[config.mk]
export PLATFORM = sky130hd
export DESIGN_NAME = booth_mult8
export DESIGN_NICKNAME = d
export VERILOG_FILES = /design/src/rtl/booth_mult8.sv
export SDC_FILE = /design/constraint.sdc
export NUM_CORES = 1
export LEC_CHECK = 0
export CAP_MARGIN = 20
export CORE_ASPECT_RATIO = 2
export CORE_UTILIZATION = 48
export CTS_CLUSTER_SIZE = 24
export DETAILED_ROUTE_END_ITERATION = 8
export GPL_ROUTABILITY_DRIVEN = 0
export GPL_TIMING_DRIVEN = 0
export PLACE_DENSITY_LB_ADDON = 0.25
export SLEW_MARGIN = 20
export SYNTH_ARGS = -nofsm -noshare
export SYNTH_HDL_FRONTEND = slang
export SYNTH_HIERARCHICAL = 1
export SYNTH_SLANG_ARGS = --single-unit
export TNS_END_PERCENT = 10
[constraint.sdc]
create_clock -name clk -period 2.6 [get_ports clk]
set_input_delay 0.78 -clock clk [delete_from_list [all_inputs] [get_ports clk]]
set_output_delay 0.78 -clock clk [all_outputs]
set_load 0.005 [all_outputs]
[src/rtl/booth_mult8.sv]
`default_nettype none
// +----------------------------------------------------------------------------+
// | booth_mult8 : sequential signed radix-2 Booth multiplier on an add/sub stage |
// | Revision    : 1.0                                                          |
// +----------------------------------------------------------------------------+

module arith #(
  parameter int WIDTH = 8
) (
  input  logic [WIDTH-1:0] a_i,
  input  logic [WIDTH-1:0] b_i,
  input  logic             sub_i,
  output logic [WIDTH-1:0] sum_o,
  output logic             ov_o
);

  always_comb begin
    sum_o = sub_i ? (a_i - b_i) : (a_i + b_i);
    // Signed overflow: operands effectively share a sign but the result does not.
    if (sub_i) begin
      ov_o = (a_i[WIDTH-1] != b_i[WIDTH-1]) && (sum_o[WIDTH-1] != a_i[WIDTH-1]);
    end else begin
      ov_o = (a_i[WIDTH-1] == b_i[WIDTH-1]) && (sum_o[WIDTH-1] != a_i[WIDTH-1]);
    end
  end

endmodule

module booth_mult8 #(
  parameter int WIDTH = 8
) (
  input  logic                 clk,
  input  logic                 rst,
  input  logic                 start,
  input  logic [WIDTH-1:0]     mcand,
  input  logic [WIDTH-1:0]     mplier,
  output logic                 busy,
  output logic                 done,
  output logic [2*WIDTH-1:0]   product
);

  typedef enum logic [1:0] {
    S_IDLE = 2'd0,
    S_CALC = 2'd1,
    S_DONE = 2'd2
  } state_t;

  localparam logic [2:0] c_LAST_ITER = 3'd7;

  state_t               state_q;
  logic [WIDTH-1:0]     acc_q;
  logic [WIDTH-1:0]     q_q;
  logic [WIDTH-1:0]     m_q;
  logic                 q1_q;
  logic [2:0]           cnt_q;
  logic                 busy_q;
  logic                 done_q;
  logic [2*WIDTH-1:0]   product_q;

  logic [WIDTH-1:0]     w_sum;
  logic                 w_ov;
  logic                 w_sub;
  logic                 w_op_en;
  logic [WIDTH-1:0]     w_new_acc;
  logic                 w_sign;
  logic [WIDTH-1:0]     acc_d;
  logic [WIDTH-1:0]     q_d;
  logic                 q1_d;

  arith #(.WIDTH(WIDTH)) u_arith (
    .a_i   (acc_q),
    .b_i   (m_q),
    .sub_i (w_sub),
    .sum_o (w_sum),
    .ov_o  (w_ov)
  );

  always_comb begin
    w_sub   = (q_q[0] == 1'b1) && (q1_q == 1'b0);
    w_op_en = q_q[0] ^ q1_q;
    // The true sign of acc +/- M is SUM's MSB flipped whenever the 8-bit add overflowed.
    if (w_op_en) begin
      w_new_acc = w_sum;
      w_sign    = w_sum[WIDTH-1] ^ w_ov;
    end else begin
      w_new_acc = acc_q;
      w_sign    = acc_q[WIDTH-1];
    end
    acc_d = {w_sign, w_new_acc[WIDTH-1:1]};
    q_d   = {w_new_acc[0], q_q[WIDTH-1:1]};
    q1_d  = q_q[0];
  end

  always_ff @(posedge clk or posedge rst) begin
    if (rst) begin
      state_q   <= S_IDLE;
      acc_q     <= '0;
      q_q       <= '0;
      m_q       <= '0;
      q1_q      <= 1'b0;
      cnt_q     <= 3'd0;
      busy_q    <= 1'b0;
      done_q    <= 1'b0;
      product_q <= '0;
    end else begin
      case (state_q)
        S_IDLE, S_DONE: begin
          done_q <= 1'b0;
          if (start) begin
            m_q     <= mcand;
            q_q     <= mplier;
            acc_q   <= '0;
            q1_q    <= 1'b0;
            cnt_q   <= 3'd0;
            busy_q  <= 1'b1;
            state_q <= S_CALC;
          end else begin
            state_q <= S_IDLE;
          end
        end
        S_CALC: begin
          acc_q <= acc_d;
          q_q   <= q_d;
          q1_q  <= q1_d;
          cnt_q <= cnt_q + 3'd1;
          if (cnt_q == c_LAST_ITER) begin
            product_q <= {acc_d, q_d};
            busy_q    <= 1'b0;
            done_q    <= 1'b1;
            state_q   <= S_DONE;
          end
        end
        default: begin
          busy_q  <= 1'b0;
          done_q  <= 1'b0;
          state_q <= S_IDLE;
        end
      endcase
    end
  end

  assign busy    = busy_q;
  assign done    = done_q;
  assign product = product_q;

endmodule

`default_nettype wire
* Yosys cells after proc, flatten, opt, wreduce, memory -nomap -nowiden
Index checks and enable logic that the tools add are counted.
Widths: inputs -> output; s select.
** Cells by class
- Add/subtract/negate cells :: 3
- Bitwise logic cells :: 3
- Muxes and demuxes :: 20
- Shift operators :: 0
- Eq/ne operators :: 8
- $lt $le $gt $ge :: 0
- Div/mod/pow operators :: 0
- Multiply operators :: 0
- Reductions and logical operators :: 10
** Operator list (number)
- $mux 8 :: 4
- $pmux 8 s2 :: 2
- $add 8x8->8 :: 1
- $mux 1 :: 8
- $reduce_and 2->1 :: 4
- $sub 8x8->8 :: 1
- $pmux 3 s2 :: 1
- $ne 2x2->1 const B :: 2
- $pmux 1 s2 :: 2
- $pmux 2 s2 :: 1
- $add 3x1->3 const B :: 1
- $eq 3x3->1 const B :: 1
- $logic_and 1x1->1 :: 3
- $mux 3 :: 1
- $eq 2x1->1 const B :: 1
- $eq 2x2->1 const B :: 1
- $logic_not 2->1 :: 1
- $mux 2 :: 1
- $ne 1x1->1 :: 2
- $reduce_bool 2->1 :: 1
- $reduce_or 2->1 :: 1
- $xor 1x1->1 :: 2
- $eq 1x1->1 :: 1
- $not 1->1 :: 1
** Word-level totals
- ROM bits :: 0
- Memories :: 0
- Input port bits :: 19
- RAM bits :: 0
- Latch bits :: 0
- Register bits after elaboration :: 48
- Logic and storage cells :: 53

* Logic depth before layout (Yosys ltp)
- Depth after elaboration :: 9
- Depth in mapped cells :: 14
- Mapped depth without buffers :: 13

* By module
Netlist, hierarchy kept.
** By module, submodules not included
- booth_mult8 :: area each 1989.4 µm², instances 1, seq. area each 1176.1 µm², cells each 178
- arith :: area each 462.9 µm², instances 1, seq. area each 0.0 µm², cells each 62

* Worst setup path before layout
Ideal clock, no wire load.
- Path type :: reg-to-reg
- Start point :: register q_q[0]
- End point :: register product_q[15], in the netlist product[15]
- Path buffers :: 1
- Slack :: -0.021 ns
- Library setup time :: 0.083 ns
- Arrival time :: 2.538 ns
- Stages on the path, launching flop included :: 14
- Path through :: dfrtp_1 ha_1 buf_2 a31oi_1 xnor2_1 ha_1 o211ai_1 a21oi_1 a31oi_1 xnor2_1 mux2i_1 xor2_1 mux2i_1 o21ai_0
** Between the ends
- Longest elaborated chain between the ends :: 7
- Elaborated cells on any way between the ends :: 9
** Ends and longest elaborated chain
- start: declaration :: line 52 : logic [WIDTH-1:0] q_q;
- start signal: assignment :: line 111 : q_q <= mplier;
- start signal: assignment :: line 123 : q_q <= q_d;
- $logic_and 1x1->1 (*) :: line 79 : w_sub = (q_q[0] == 1'b1) && (q1_q == 1'b0);
- named net w_sub :: line 62 : logic w_sub;
- $mux 8 (*) :: line 18 : sum_o = sub_i ? (a_i - b_i) : (a_i + b_i);
- named net w_sum[7] :: line 60 : logic [WIDTH-1:0] w_sum;
- $ne 1x1->1 (*) :: line 21, 23
- $logic_and 1x1->1 (on tied branches) :: line 23, 21
- $mux 1 (*) :: line 20 : if (sub_i) begin
- named net w_ov :: line 61 : logic w_ov;
- $xor 1x1->1 (*) :: line 84 : w_sign = w_sum[WIDTH-1] ^ w_ov;
- $mux 1 (*) :: line 82 : if (w_op_en) begin
- end signal: assignment :: line 127 : product_q <= {acc_d, q_d};
- end: declaration :: line 58 : logic [2*WIDTH-1:0] product_q;
Mark *: on every way through the listed nets, which the timed path passes. The rest lies on a longest branch.
A chain may end at the register's enable or synchronous reset.

* Worst setup path after layout
- Start point :: register m_q[0]
- End point :: register product_q[15], in the netlist product[15]
** Between the ends
- Longest elaborated chain between the ends :: 7
- Elaborated cells on any way between the ends :: 9
** Ends and longest elaborated chain
- start: declaration :: line 53 : logic [WIDTH-1:0] m_q;
- start signal: assignment :: line 110 : m_q <= mcand;
- $add 8x8->8 or $sub 8x8->8 (tied branches) :: line 18
- $mux 8 (*) :: line 18
- named net w_sum[7] :: line 60
- $ne 1x1->1 (*) :: line 21, 23
- $logic_and 1x1->1 (on tied branches) :: line 23, 21
- $mux 1 (*) :: line 20
- named net w_ov :: line 61
- $xor 1x1->1 (*) :: line 84
- $mux 1 (*) :: line 82
Marked as above.

==> out/qor_table.md <==
| Group | Item | Reported |
| --- | --- | --- |
| worst setup path | CP arrival | 2950 ps |
| sta | Worst-case setup margin in the final layout | -121 ps |
| global routing | Number of antenna violations at the first check in global routing | 0 |
| run | Maximum capacitance violations | 0 |
| cts | Clock Latency Late Sink | 300 ps |
| routing | Router iterations before antenna repair | 4 |
| cts | Clock-pin slew of the registers on the worst-case setup and hold paths | 80 ps |
| sta | Setup TNS after final layout | -211 ps |
| die | I/O Pins | 37 |
| placed design | Total half-perimeter wirelength after legalization and detailed placement | 3860 um |
| worst setup path | Critical path peak fanout | 4 |
| synth | Multiplexer fraction of the synthesized cell area | 0.0908 |
| cts | Clock tree buffer depth | 2 |
| die | Effective utilization at floorplan | 0.499 |
| synth | Share of the synthesized netlist area taken by xor and xnor gates | 0.0536 |
| global routing | Vias in the first global route | 1965 |
| global routing | First-pass GRT wire length | 8940 um |
| sta | Number of endpoints failing setup at the final stage | 2 |
| synth | Adder-cell share of the synthesized area | 0.0643 |
| die | DIE WIDTH | 52.5 um |
| synth | Number of enable flip-flop cells after synthesis | 0 |
| sta | Setup repair after global routing missed its margin | yes |
| cts | Clock tree sinks | 47 |
| cells and area | Area taken by flip-flops and latches | 0.00118 mm^2 |
| sta | Final count of pins violating max slew | 0 |
| cells and area | Antenna cell count | 0 |
| sta | Fmax | 0.367 GHz |
| synth | Cell type with the largest total area after synthesis | sky130_fd_sc_hd__dfrtp_1 |
| synth | Post-synth top area share | 0.480 |
| cts | Number of buffers added by the clock tree synthesis step | 5 |
| synth | Synth warn | 6 |
| worst setup path | Minimum setup slack among reg-to-reg paths | -120 ps |
| worst setup path | Data required, critical path | 2830 ps |
| synth | Flip-flop and latch count after synthesis | 47 |
| routing | DR vias | 1864 |
| synth | Largest cells by area after synthesis | sky130_fd_sc_hd__dfrtp_1 (48%), sky130_fd_sc_hd__nand2_1 (8.0%), sky130_fd_sc_hd__mux2i_1 (5.7%) |
| routing | Mean routed wirelength per cell | 15.0 um |
| global routing | Largest net degree at the start of global routing | 35 |
| routing | Number of DRC markers after the initial detailed-route iteration | 16 |
| cts | Clock tree from TritonCTS | yes |
| die | Chip height | 103 um |
| synth | Post-synthesis cell area | 0.00245 mm^2 |
| worst hold path | Type of the tightest min-delay check | reg2reg |
| global routing | All-Layer GR Usage | 0.230 |
| global routing | Total congestion overflow | 0 |
| worst setup path | Crit start category | register |
| run status | Status | complete, but fails checks |
| cells and area | Count of filler cells inserted in the layout | 395 |
| sta | Minimum clock period | 2720 ps |
| synth | Per-instance average area after synthesis | 10.2 um^2 |
| cells and area | Layout cells sized above 1 | 0.202 |
| sta | Final period utilization | 1.05 |
| routing | # DRC | 0 |
| sta | Transition time of the tightest slew-check pin | 513 ps |
| die | Total Die Area | 0.00542 mm^2 |
| die | Area of the placeable core | 0.00491 mm^2 |
| synth | Post-Synthesis Net Count | 271 |
| run status | Violated checks | setup timing |
| sta | Fin. Hold Viols | 0 |
| sta | Skew final | 6.39 ps |
| routing | Vias per cell | 5.27 |
| synth | Area fraction in and, or, nand and nor cells after synthesis | 0.140 |
| cells and area | NumNets Final | 328 |
| sta | Worst relative slew slack | 0.658 |
| synth | Main combinational cell family by area after synthesis | simple AND/OR/NAND/NOR gates |
| die | Number of rows in the core area | 36 |
| cells and area | Area added between synthesis and finish | 30.4% |
| cells and area | Area of combinational cells with multiple inputs | 0.00125 mm^2 |
| synth | Cells after synthesis | 240 |
| synth | Main flop type after synthesis | sky130_fd_sc_hd__dfrtp_1 |
| worst setup path | Nature of the critical path endpoint | register |
| cts | Root Buffer | sky130_fd_sc_hd__clkbuf_8 |
| routing | Remaining antenna violation count | 0 |
| synth | Share of synthesized flip-flops with an asynchronous set or reset | 1.00 |
| synth | Netlist cell types | 33 |
| placed design | Buffers added on ports | 36 |
| cts | Number of buffers added to fix hold violations after cts | 0 |
| routing | Final wirelength | 5310 um |
| synth | Register area share after synthesis | 0.480 |
| worst setup path | Kind of critical path | reg2reg |
| cts | H-tree levels | 2 |
| synth | Compound-gate portion of the synthesized area | 0.119 |
through the flow:
stage / util / cells / setup slack [ps] / cell area [um^2] / hold WS (ps)
final: 0.651 / 354 / -121 / 3200 / 481
after global routing: 0.651 / 354 / -284 / 3200 / 518
after CTS: 0.639 / 351 / -107 / 3140 / 488
after detailed placement: 0.596 / 334 / -275 / 2930 / 469
after global placement: 0.592 / 333 / -274 / 2910 / 463
after floorplan: - / 240 / 21.4 / 2470 / 463
critical path: stages (launching register included):
cell and delay (ps):
sky130_fd_sc_hd__dfrtp_1 410, sky130_fd_sc_hd__inv_1 70, sky130_fd_sc_hd__ha_2 260, sky130_fd_sc_hd__a31oi_4 120, sky130_fd_sc_hd__xnor2_2 140, sky130_fd_sc_hd__ha_1 340, sky130_fd_sc_hd__a21oi_2 160, sky130_fd_sc_hd__o21ai_1 90
sky130_fd_sc_hd__a31oi_2 240, sky130_fd_sc_hd__xnor2_2 170, sky130_fd_sc_hd__mux2i_1 240, sky130_fd_sc_hd__xor2_1 200, sky130_fd_sc_hd__mux2i_1 100, sky130_fd_sc_hd__o21ai_1 130
registers in the layout, summed over array words and instances (netlist names):
name and flops:
product 16, acc_q 8, q1_q 1, q_q 8, m_q 8, done 1, cnt_q 3, busy 1
state_q 1
layout by cell type, fill, tap and decap left out, types with 2 or more instances in the layout:
cell type / synthesis / layout
sky130_fd_sc_hd__nand2_1: 52 / 52
sky130_fd_sc_hd__dfrtp_1: 47 / 47
sky130_fd_sc_hd__clkdlybuf4s50_1: 0 / 36
sky130_fd_sc_hd__buf_4: 3 / 15
sky130_fd_sc_hd__mux2i_1: 14 / 13
sky130_fd_sc_hd__inv_1: 13 / 12
sky130_fd_sc_hd__o21ai_0: 13 / 11
sky130_fd_sc_hd__nor2_1: 11 / 9
sky130_fd_sc_hd__ha_1: 11 / 9
sky130_fd_sc_hd__xnor2_1: 11 / 9
sky130_fd_sc_hd__a31oi_1: 10 / 7
sky130_fd_sc_hd__o2bb2ai_1: 7 / 7
sky130_fd_sc_hd__mux2_2: 6 / 6
sky130_fd_sc_hd__clkbuf_8: 0 / 6
sky130_fd_sc_hd__buf_6: 3 / 5
sky130_fd_sc_hd__nand2b_1: 4 / 4
sky130_fd_sc_hd__xor2_1: 4 / 4
sky130_fd_sc_hd__a21oi_2: 0 / 4
sky130_fd_sc_hd__buf_2: 4 / 3
sky130_fd_sc_hd__a22o_1: 3 / 3
sky130_fd_sc_hd__a21oi_1: 7 / 3
sky130_fd_sc_hd__nor2b_1: 2 / 2
sky130_fd_sc_hd__o21ai_1: 0 / 2
sky130_fd_sc_hd__ha_2: 0 / 2
sky130_fd_sc_hd__nor3_4: 0 / 2
sky130_fd_sc_hd__a31oi_4: 0 / 2
sky130_fd_sc_hd__xnor2_2: 0 / 2
sky130_fd_sc_hd__nor2_2: 0 / 2
sky130_fd_sc_hd__a31oi_2: 1 / 2
final timing paths:
path	startpoint	to	cells after the start
worst min register to register	product[9]$_DFFE_PP0P_	product[9]$_DFFE_PP0P_	2
worst min-delay path	product[9]$_DFFE_PP0P_	product[9]$_DFFE_PP0P_	2
worst max-delay path	m_q[0]$_DFFE_PP0P_	product[15]$_DFFE_PP0P_	13
worst max register to register	m_q[0]$_DFFE_PP0P_	product[15]$_DFFE_PP0P_	13
max in group asynchronous	rst	product[13]$_DFFE_PP0P_	3
min in group asynchronous	rst	product[1]$_DFFE_PP0P_	2
cells in the mapped netlist, types with 2 or more instances:
| cell | n |
|---|---|
| sky130_fd_sc_hd__a21oi_1 | 7 |
| sky130_fd_sc_hd__a22o_1 | 3 |
| sky130_fd_sc_hd__a31oi_1 | 10 |
| sky130_fd_sc_hd__buf_2 | 4 |
| sky130_fd_sc_hd__buf_4 | 3 |
| sky130_fd_sc_hd__buf_6 | 3 |
| sky130_fd_sc_hd__dfrtp_1 | 47 |
| sky130_fd_sc_hd__ha_1 | 11 |
| sky130_fd_sc_hd__inv_1 | 13 |
| sky130_fd_sc_hd__mux2_2 | 6 |
| sky130_fd_sc_hd__mux2i_1 | 14 |
| sky130_fd_sc_hd__nand2_1 | 52 |
| sky130_fd_sc_hd__nand2b_1 | 4 |
| sky130_fd_sc_hd__nor2_1 | 11 |
| sky130_fd_sc_hd__nor2b_1 | 2 |
| sky130_fd_sc_hd__nor3_2 | 2 |
| sky130_fd_sc_hd__o21ai_0 | 13 |
| sky130_fd_sc_hd__o2bb2ai_1 | 7 |
| sky130_fd_sc_hd__xnor2_1 | 11 |
| sky130_fd_sc_hd__xor2_1 | 4 |
what timing repair did:
action	CTS	global route
setup endpoints to repair	2	6
pin swaps	10	13
resized for setup	11	8
setup buffers	10	3
kinds of logic after synthesis:
| logic type | after synthesis |
|---|---|
| simple gates | 76 |
| flops | 47 |
| compound gates | 45 |
| buf+inv | 24 |
| mux | 21 |
| xor+xnor | 15 |
| fa+ha+maj | 12 |
per-layer routing:
| layer | global-route usage | vias up | share of wire |
|---|---|---|---|
| li1 | - | 917 | - |
| met1 | 0.227 | 893 | 0.37 |
| met2 | 0.435 | 43 | 0.57 |
| met3 | 0.0383 | 11 | 0.027 |
| met4 | 0.117 | 0 | 0.033 |
| met5 | 0 | - | 0 |
final cells by class:
class	count	area share
Buffer	11	0.0270
Clock buffer	6	0.0258
Clock inverter	1	0.00156
Inverter	13	0.0153
Multi-Input combinational cell	169	0.390
Sequential cell	47	0.368
Tap cell	57	0.0223
Timing Repair Buffer	50	0.151
Power is not shown: default switching activity piles up to over one toggle a cycle in this logic, so the estimate is an artifact.
